[src/rtl/shift_pkg.sv]
// ---------------------------------------------------------------------------
// shift_pkg
// Shared types and constants for the serial shift transmitter.
//   tx_state_t    : transmitter FSM state encoding
//   DEFAULT_WIDTH : default word width in bits
// ---------------------------------------------------------------------------
package shift_pkg;

  typedef enum logic {
    S_IDLE  = 1'b0,
    S_SHIFT = 1'b1
  } tx_state_t;

  localparam int DEFAULT_WIDTH = 8;

endpackage : shift_pkg

[src/rtl/bit_counter.sv]
// ---------------------------------------------------------------------------
// bit_counter
// Modulo-WIDTH bit counter that tracks which bit of a word is on the line.
// Ports:
//   i_clk   : clock, rising edge
//   i_rst_n : asynchronous active-low reset (count -> 0)
//   i_clr   : synchronous clear (count -> 0), has priority over i_en
//   i_en    : advance count by one, wrapping from WIDTH-1 to 0
//   o_last  : count currently equals WIDTH-1
// ---------------------------------------------------------------------------
module bit_counter
  import shift_pkg::*;
#(
  parameter int WIDTH = DEFAULT_WIDTH
) (
  input  logic i_clk,
  input  logic i_rst_n,
  input  logic i_clr,
  input  logic i_en,
  output logic o_last
);

  localparam int CNT_W = $clog2(WIDTH);
  localparam logic [CNT_W-1:0] LAST_CNT = CNT_W'(WIDTH - 1);

  logic [CNT_W-1:0] r_cnt;
  logic             w_last;

  assign w_last = (r_cnt == LAST_CNT);
  assign o_last = w_last;

  // Count register: clear wins, otherwise wrap at WIDTH-1 so it never exceeds it.
  always_ff @(posedge i_clk or negedge i_rst_n) begin
    if (!i_rst_n) begin
      r_cnt <= '0;
    end else if (i_clr) begin
      r_cnt <= '0;
    end else if (i_en) begin
      if (w_last) begin
        r_cnt <= '0;
      end else begin
        r_cnt <= r_cnt + CNT_W'(1);
      end
    end else begin
      r_cnt <= r_cnt;
    end
  end

endmodule : bit_counter

[src/rtl/piso_shift_tx.sv]
// ---------------------------------------------------------------------------
// piso_shift_tx
// Parallel-in / serial-out transmitter. Takes a WIDTH-bit word over a
// valid/ready handshake and shifts it onto ssout one bit per shift_en tick.
// Back-to-back words are chained without an idle gap.
// Ports:
//   cc       : clock, rising edge
//   rst_n    : asynchronous active-low reset
//   P        : parallel word to transmit
//   p_valid  : P holds a word to send
//   p_ready  : transmitter accepts P this cycle (combinational)
//   shift_en : bit tick; consumes the bit on ssout at the next edge
//   ssout    : serial data (registered)
//   sframe   : high while ssout carries a data bit (registered)
//   sdone    : one-cycle pulse after the last bit of a word is consumed
// ---------------------------------------------------------------------------
module piso_shift_tx
  import shift_pkg::*;
#(
  parameter int WIDTH      = DEFAULT_WIDTH,
  parameter bit MSB_FIRST  = 1'b0,
  parameter bit IDLE_LEVEL = 1'b0
) (
  input  logic             cc,
  input  logic             rst_n,
  input  logic [WIDTH-1:0] P,
  input  logic             p_valid,
  output logic             p_ready,
  input  logic             shift_en,
  output logic             ssout,
  output logic             sframe,
  output logic             sdone
);

  tx_state_t        r_state;
  tx_state_t        w_state_nxt;
  logic [WIDTH-1:0] r_shreg;
  logic [WIDTH-1:0] w_shreg_nxt;
  logic             r_ssout;
  logic             r_sframe;
  logic             r_sdone;
  logic             w_ssout_nxt;
  logic             w_sframe_nxt;
  logic             w_sdone_nxt;
  logic             w_cnt_clr;
  logic             w_cnt_en;
  logic             w_last;

  // Bit presented at the output end of a shift register image.
  function automatic logic out_bit(input logic [WIDTH-1:0] sh);
    if (MSB_FIRST) begin
      out_bit = sh[WIDTH-1];
    end else begin
      out_bit = sh[0];
    end
  endfunction

  // Move the shift register one place toward its output end.
  function automatic logic [WIDTH-1:0] shift_once(input logic [WIDTH-1:0] sh);
    if (MSB_FIRST) begin
      shift_once = {sh[WIDTH-2:0], 1'b0};
    end else begin
      shift_once = {1'b0, sh[WIDTH-1:1]};
    end
  endfunction

  bit_counter #(
    .WIDTH (WIDTH)
  ) u_bit_counter (
    .i_clk   (cc),
    .i_rst_n (rst_n),
    .i_clr   (w_cnt_clr),
    .i_en    (w_cnt_en),
    .o_last  (w_last)
  );

  // Ready in idle, or on the edge that consumes the last bit so a new word
  // can be chained with no gap.
  assign p_ready = (r_state == S_IDLE) ||
                   ((r_state == S_SHIFT) && w_last && shift_en);

  // Next-state / next-data decode for the FSM and shift register.
  always_comb begin
    w_state_nxt = r_state;
    w_shreg_nxt = r_shreg;
    w_sdone_nxt = 1'b0;
    w_cnt_clr   = 1'b0;
    w_cnt_en    = 1'b0;
    case (r_state)
      S_IDLE: begin
        if (p_valid) begin
          w_shreg_nxt = P;
          w_cnt_clr   = 1'b1;
          w_state_nxt = S_SHIFT;
        end else begin
          w_state_nxt = S_IDLE;
        end
      end
      S_SHIFT: begin
        if (shift_en) begin
          if (w_last) begin
            w_sdone_nxt = 1'b1;
            w_cnt_clr   = 1'b1;
            if (p_valid) begin
              w_shreg_nxt = P;
              w_state_nxt = S_SHIFT;
            end else begin
              w_shreg_nxt = '0;
              w_state_nxt = S_IDLE;
            end
          end else begin
            w_cnt_en    = 1'b1;
            w_shreg_nxt = shift_once(r_shreg);
          end
        end else begin
          w_state_nxt = S_SHIFT;
        end
      end
      default: begin
        w_state_nxt = S_IDLE;
        w_shreg_nxt = '0;
        w_cnt_clr   = 1'b1;
      end
    endcase
  end

  // Output values are computed from next state so ssout/sframe come straight
  // from flops and the first bit shows up the cycle after the handshake.
  always_comb begin
    w_sframe_nxt = 1'b0;
    w_ssout_nxt  = IDLE_LEVEL;
    if (w_state_nxt == S_SHIFT) begin
      w_sframe_nxt = 1'b1;
      w_ssout_nxt  = out_bit(w_shreg_nxt);
    end else begin
      w_sframe_nxt = 1'b0;
      w_ssout_nxt  = IDLE_LEVEL;
    end
  end

  // State, shift register and registered outputs; reset aborts any frame.
  always_ff @(posedge cc or negedge rst_n) begin
    if (!rst_n) begin
      r_state  <= S_IDLE;
      r_shreg  <= '0;
      r_ssout  <= IDLE_LEVEL;
      r_sframe <= 1'b0;
      r_sdone  <= 1'b0;
    end else begin
      r_state  <= w_state_nxt;
      r_shreg  <= w_shreg_nxt;
      r_ssout  <= w_ssout_nxt;
      r_sframe <= w_sframe_nxt;
      r_sdone  <= w_sdone_nxt;
    end
  end

  assign ssout  = r_ssout;
  assign sframe = r_sframe;
  assign sdone  = r_sdone;

endmodule : piso_shift_tx

[config.mk]
export PLATFORM = sky130hd
export DESIGN_NAME = piso_shift_tx
export DESIGN_NICKNAME = d
export VERILOG_FILES = /design/src/rtl/shift_pkg.sv /design/src/rtl/bit_counter.sv /design/src/rtl/piso_shift_tx.sv
export SDC_FILE = /design/constraint.sdc
export NUM_CORES = 1
export LEC_CHECK = 0
export CAP_MARGIN = 0
export CORE_MARGIN = 2
export CORE_UTILIZATION = 43
export DETAILED_ROUTE_END_ITERATION = 6
export GPL_ROUTABILITY_DRIVEN = 1
export PLACE_DENSITY = 0.73
export SLEW_MARGIN = 20
export SYNTH_ARGS = -nofsm -noshare
export SYNTH_HDL_FRONTEND = slang
export SYNTH_SLANG_ARGS = --single-unit
[constraint.sdc]
create_clock -name cc -period 1.5 [get_ports cc]
set_input_delay 0.375 -clock cc [delete_from_list [all_inputs] [get_ports cc]]
set_output_delay 0.375 -clock cc [all_outputs]
set_load 0.05 [all_outputs]
; Word-level counts from Yosys, hierarchy flattened
; Index checks and enable logic that the tools add are counted.
[totals]
ff_bits = 15
inputBits = 12
output_inout_bits = 4
word_cells = 38
[op_classes]
add_sub_neg = 1
n_eq_ne = 3
mux = 21
bitwise = 1
n_reduce_logical = 5
[op_table]
columns = cell, count
row1 = $mux W8, 4
row2 = $pmux W8 S2, 1
row3 = $mux W1, 11
row4 = $mux W3, 3
row5 = $ne A2 B2 Y1 const B, 2
row6 = $pmux W1 S2, 2
row7 = $add A3 B1 Y3 const B, 1
row8 = $eq A3 B3 Y1 const B, 1
row9 = $logic_and A1 B1 Y1, 2
row10 = $reduce_and A2 Y1, 1
row11 = $reduce_bool A2 Y1, 1
row12 = $logic_or A1 B1 Y1, 1
row13 = $not A1 Y1, 1

; Depth between registers and ports, before layout
; Gate-level depths: netlist of the first run.
[logic_depth]
ltp_word = 6
depth_mapped = 5
depth_no_buf = 5

; By module
; Synthesis of the first run repeated with hierarchy kept, for this count alone.
[unflattened]
hier_cells = 67
hier_area_um2 = 698.2
[by_module_without_submodules]
columns = module, n_inst, cells_each, area_per_inst_um2, seq_area_each_um2
row1 = piso_shift_tx, 1, 55, 546.8, 275.3
row2 = bit_counter, 1, 12, 151.4, 75.1

; Worst setup path before layout of the first run
; OpenSTA, ideal clock, no wires.
[synth_timing]
path_type = flip-flop to output port
from = register u_bit_counter.r_cnt[0]
to = output port p_ready
arrival_ps = 1207
required_time_ps = 1125
path_slack_ps = -82
stages_incl_launch_ff = 5
path_buffers = 0
cell_sequence = dfrtp_1 ha_1 ha_1 a21boi_2 inv_1
[synth_between]
elab_chain_cells = 4
[synth_rtl]
columns = item, line_no
row1 = from (decl), bit_counter.sv:26  ; logic [CNT_W-1:0] r_cnt;
row2 = from (signal assigned), bit_counter.sv:42  ; r_cnt <= r_cnt + CNT_W'(1);
row3 = from (signal assigned), bit_counter.sv:45  ; r_cnt <= r_cnt;
row4 = $eq A3 B3 Y1, bit_counter.sv:29  ; assign w_last = (r_cnt == LAST_CNT);
row5 = $logic_and A1 B1 Y1 (2 in series), piso_shift_tx.sv:80  ; ((r_state == S_SHIFT) && w_last && shift_en);
row6 = $logic_or A1 B1 Y1, piso_shift_tx.sv:79  ; assign p_ready = (r_state == S_IDLE) ||
row7 = to (decl), piso_shift_tx.sv:28  ; output logic p_ready,
; No other way between the ends.

; Worst setup path after layout of the first run
[layout_timing]
from = register u_bit_counter.r_cnt[1]
to = output port p_ready
; The elaborated chain is that of the path after synthesis.

==> flow_summary.yaml, run 1 <==
worst_setup_path:
  worst_r2r_path_depth: 7
  start_kind: "register"
  slowest_delay_ns: 0.40
  slowest_stage: "dfrtp_1"
  setup.worst_path.class: "register to output pin"
  endpoint_kind: "output pin"
  crit_end: "p_ready"
  cp_top_family: "flip-flops"
  rrSetupSlack_ns: -0.11
  startpoint: "u_bit_counter.r_cnt[1]$_DFFE_PN0P_"
  path_cells: "ha_2 -> ha_4 -> a21boi_4 -> inv_2 -> buf_12"
  worst-path-stages: 5
  cp.arrival_ns: 1.40
  regToRegEndpoint: "r_shreg[2]$_DFFE_PN0P_"
  path_buf_inv: 2
  crit_path_max_fanout: 2
  cp_data_required_time_ns: 1.12
  r2r_start: "u_bit_counter.r_cnt[1]$_DFFE_PN0P_"
route:
  postRouteAntennaNets: 0
  drt_iter0_drc: 19
  via_per_inst: 5.49
  wl_per_cell_microns: 16.9
  vias: 587
  firstDrtPassIters: 4
  wirelength_mm: 1.81
  drc_errors: 0
cts:
  cts_tree: "yes"
  cts-root-buf: "clkbuf_4"
  cts_buffer_depth: 2
  htree_num_levels: 1
  clock-sinks: 14
  path_clk_slew_ns: 0.08
  clkLatencyLatePin_ns: 0.27
  cts_made_buffers: 3
layout:
  postLayoutCoreUtil_pct: 74.5
  areaGrowthSynthToFinish_pct: 60.7
  layout_common_cells: "dfrtp_1, buf_4, clkdlybuf4s50_1"
  final_common_cell: "dfrtp_1"
  fillerInstances: 95
  diodes: 0
  fin_nets: 108
  layout-drive-gt1-share_pct: 40.7
power:
  power_density_nw_per_um2: 1340
  leakage_nw: 0.541
  vdd_drop_max_uv: 871
  p_total_w: 0.00152
sta:
  layout_min_cycle_time_ns: 1.78
  setup_slack_ns: -0.277
  fin_crit_sh_pct: 118
  max_freq_ghz: 0.563
  setup_viol: 8
  slew_violations: 0
  skew_ns: 0.000606
  hold_viol_final: 0
  rsz0062_at_grt: "yes"
  slew_headroom_pct: 75.0
  worst-slew-pin-transition_ns: 0.375
place:
  gp_congestion: 0.734
  dpl.hpwl_mm: 1.08
  io_buffers: 15
global_routing:
  grt_pass1_vias: 540
  grt-ovfl-total: 0
  grt.total_usage_pct: 18.6
  grt_pass1_wl_mm: 2.56
  grt_max_degree: 15
  antenna_found_initial: 0
worst_hold_path:
  worstHoldPathType: "input pin to asynchronous set/reset pin"
floorplanning:
  initial_utilization_pct: 46.4
  io_pins: 16
  die_w_microns: 44.5
  die_area_sq_um: 1980
  rows: 14
  fp.dieH_microns: 44.5
  core_area_sq_um: 1520
outcome:
  status: "complete, but fails checks"
  violations: "negative setup slack"
synth:
  ys_types: 30
  syn-cell-area_sq_um: 707
  seq_area_frac_synth_pct: 49.6
  syn_inst: 61
  avgSynthCellArea_sq_um: 11.6
  ys_warn_count: 0
  synth_seq_cells: 14
  synthesis.nets: 76
job:
  maxCapViolations: 0
[state kept, by name, summed over array words and instances (netlist names)]
| signal | cells |
|---|---|
| u_bit_counter.r_cnt | 3 |
| sframe | 1 |
| ssout | 1 |
| sdone | 1 |
| r_shreg | 8 |
[Yosys cell counts]
master / count / area share (%)
a211o_1: 1 / 1.2
a21boi_0: 1 / 1.1
a21boi_2: 1 / 1.6
a21oi_1: 1 / 0.71
a221o_1: 4 / 5.7
a22o_1: 2 / 2.5
a31oi_1: 1 / 0.89
a32o_1: 1 / 1.4
and2_0: 4 / 3.5
and3_1: 1 / 0.89
buf_2: 2 / 1.4
buf_6: 1 / 1.6
dfrtp_1: 14 / 50
ha_1: 3 / 5.3
inv_1: 1 / 0.53
mux2_2: 1 / 1.6
mux2i_1: 2 / 2.8
mux2i_2: 1 / 1.9
nand2_1: 4 / 2.1
nand2b_1: 2 / 1.8
nand3_1: 1 / 0.71
nand3b_1: 2 / 2.1
nor2_1: 1 / 0.53
nor2b_1: 2 / 1.8
nor3_1: 1 / 0.71
nor3b_1: 1 / 1.1
o21a_1: 1 / 1.1
o221ai_1: 1 / 1.2
o22ai_1: 1 / 0.89
or2_2: 2 / 1.8
[how the worst min path moves through the flow]
stage                        endpoint  slack, ns
4_1_cts               ssout$_DFF_PN0_       0.41
3_5_place_dp   r_shreg[7]$_DFFE_PN0P_       0.49
6_report              ssout$_DFF_PN0_       0.41
5_1_grt               ssout$_DFF_PN0_       0.41
2_1_floorplan    r_shreg[0]$_DFF_PN0_       0.08
3_3_place_gp   r_shreg[7]$_DFFE_PN0P_       0.48
[per-stage QoR]
| step | instance area (sq um) | setup TNS [ns] | setup slack (ns) | cells | hold slack (ns) |
|---|---|---|---|---|---|
| 2_1_floorplan | 722 | 0 | 0.0138 | 61 | 0.0794 |
| 4_1_cts | 1030 | -0.329 | -0.272 | 104 | 0.412 |
| 3_3_place_gp | 986 | -2.47 | -0.244 | 99 | 0.482 |
| 3_5_place_dp | 986 | -2.61 | -0.252 | 99 | 0.486 |
| 6_report | 1140 | -0.806 | -0.277 | 107 | 0.406 |
| 5_1_grt | 1140 | -1.38 | -0.327 | 107 | 0.412 |
[where the power goes]
group / internal (W) / leakage, nW / switching (W)
logic: 0.000411 / 0.345 / 0.000304
clock network: 0.0000929 / 0.0138 / 0.000118
registers: 0.000499 / 0.182 / 0.0000990
total: 0.00100 / 0.541 / 0.000520
[routing by layer]
metal,share of wire [%],vias to the layer above,GRT usage (%),wire length (microns)
met2,51,9,24.3,928
met1,45,290,26.9,806
li1,-,286,-,-
met3,2.8,2,4.08,51
met4,1.3,0,12.7,23
met5,0,-,0,0
[what timing repair did]
action | in CTS | in global routing
gates resized for setup | 2 | 19
pin swaps | 5 | 4
buffers inserted | 3 | 3
hold buffers | 0 | 0
setup endpoints to repair | 5 | 11
[area by class of cell]
class / count / area [sq um] / area share [%]
well taps: 16 / 20.0 / 1.76
inverters: 1 / 3.75 / 0.330
flip-flops and latches: 14 / 352 / 30.9
repair buffers: 30 / 327 / 28.7
multi-input cells: 43 / 412 / 36.2
clock buffers: 3 / 22.5 / 1.98
[logic make-up after synthesis]
group | count (synthesis) | synth area share [%]
buf+inv | 4 | 3.54
flops | 14 | 49.6
mux | 4 | 6.37
fa+ha+maj | 3 | 5.31
simple gates | 21 | 17.0
compound gates | 15 | 18.2
(Power assumes the default switching activity.)
==> run 2: changes to the inputs <==
GPL_ROUTABILITY_DRIVEN = 0   (was 1)
==> results of run 2 <==
Same layout as run 1: the final DEF is identical, and so are final timing and power.
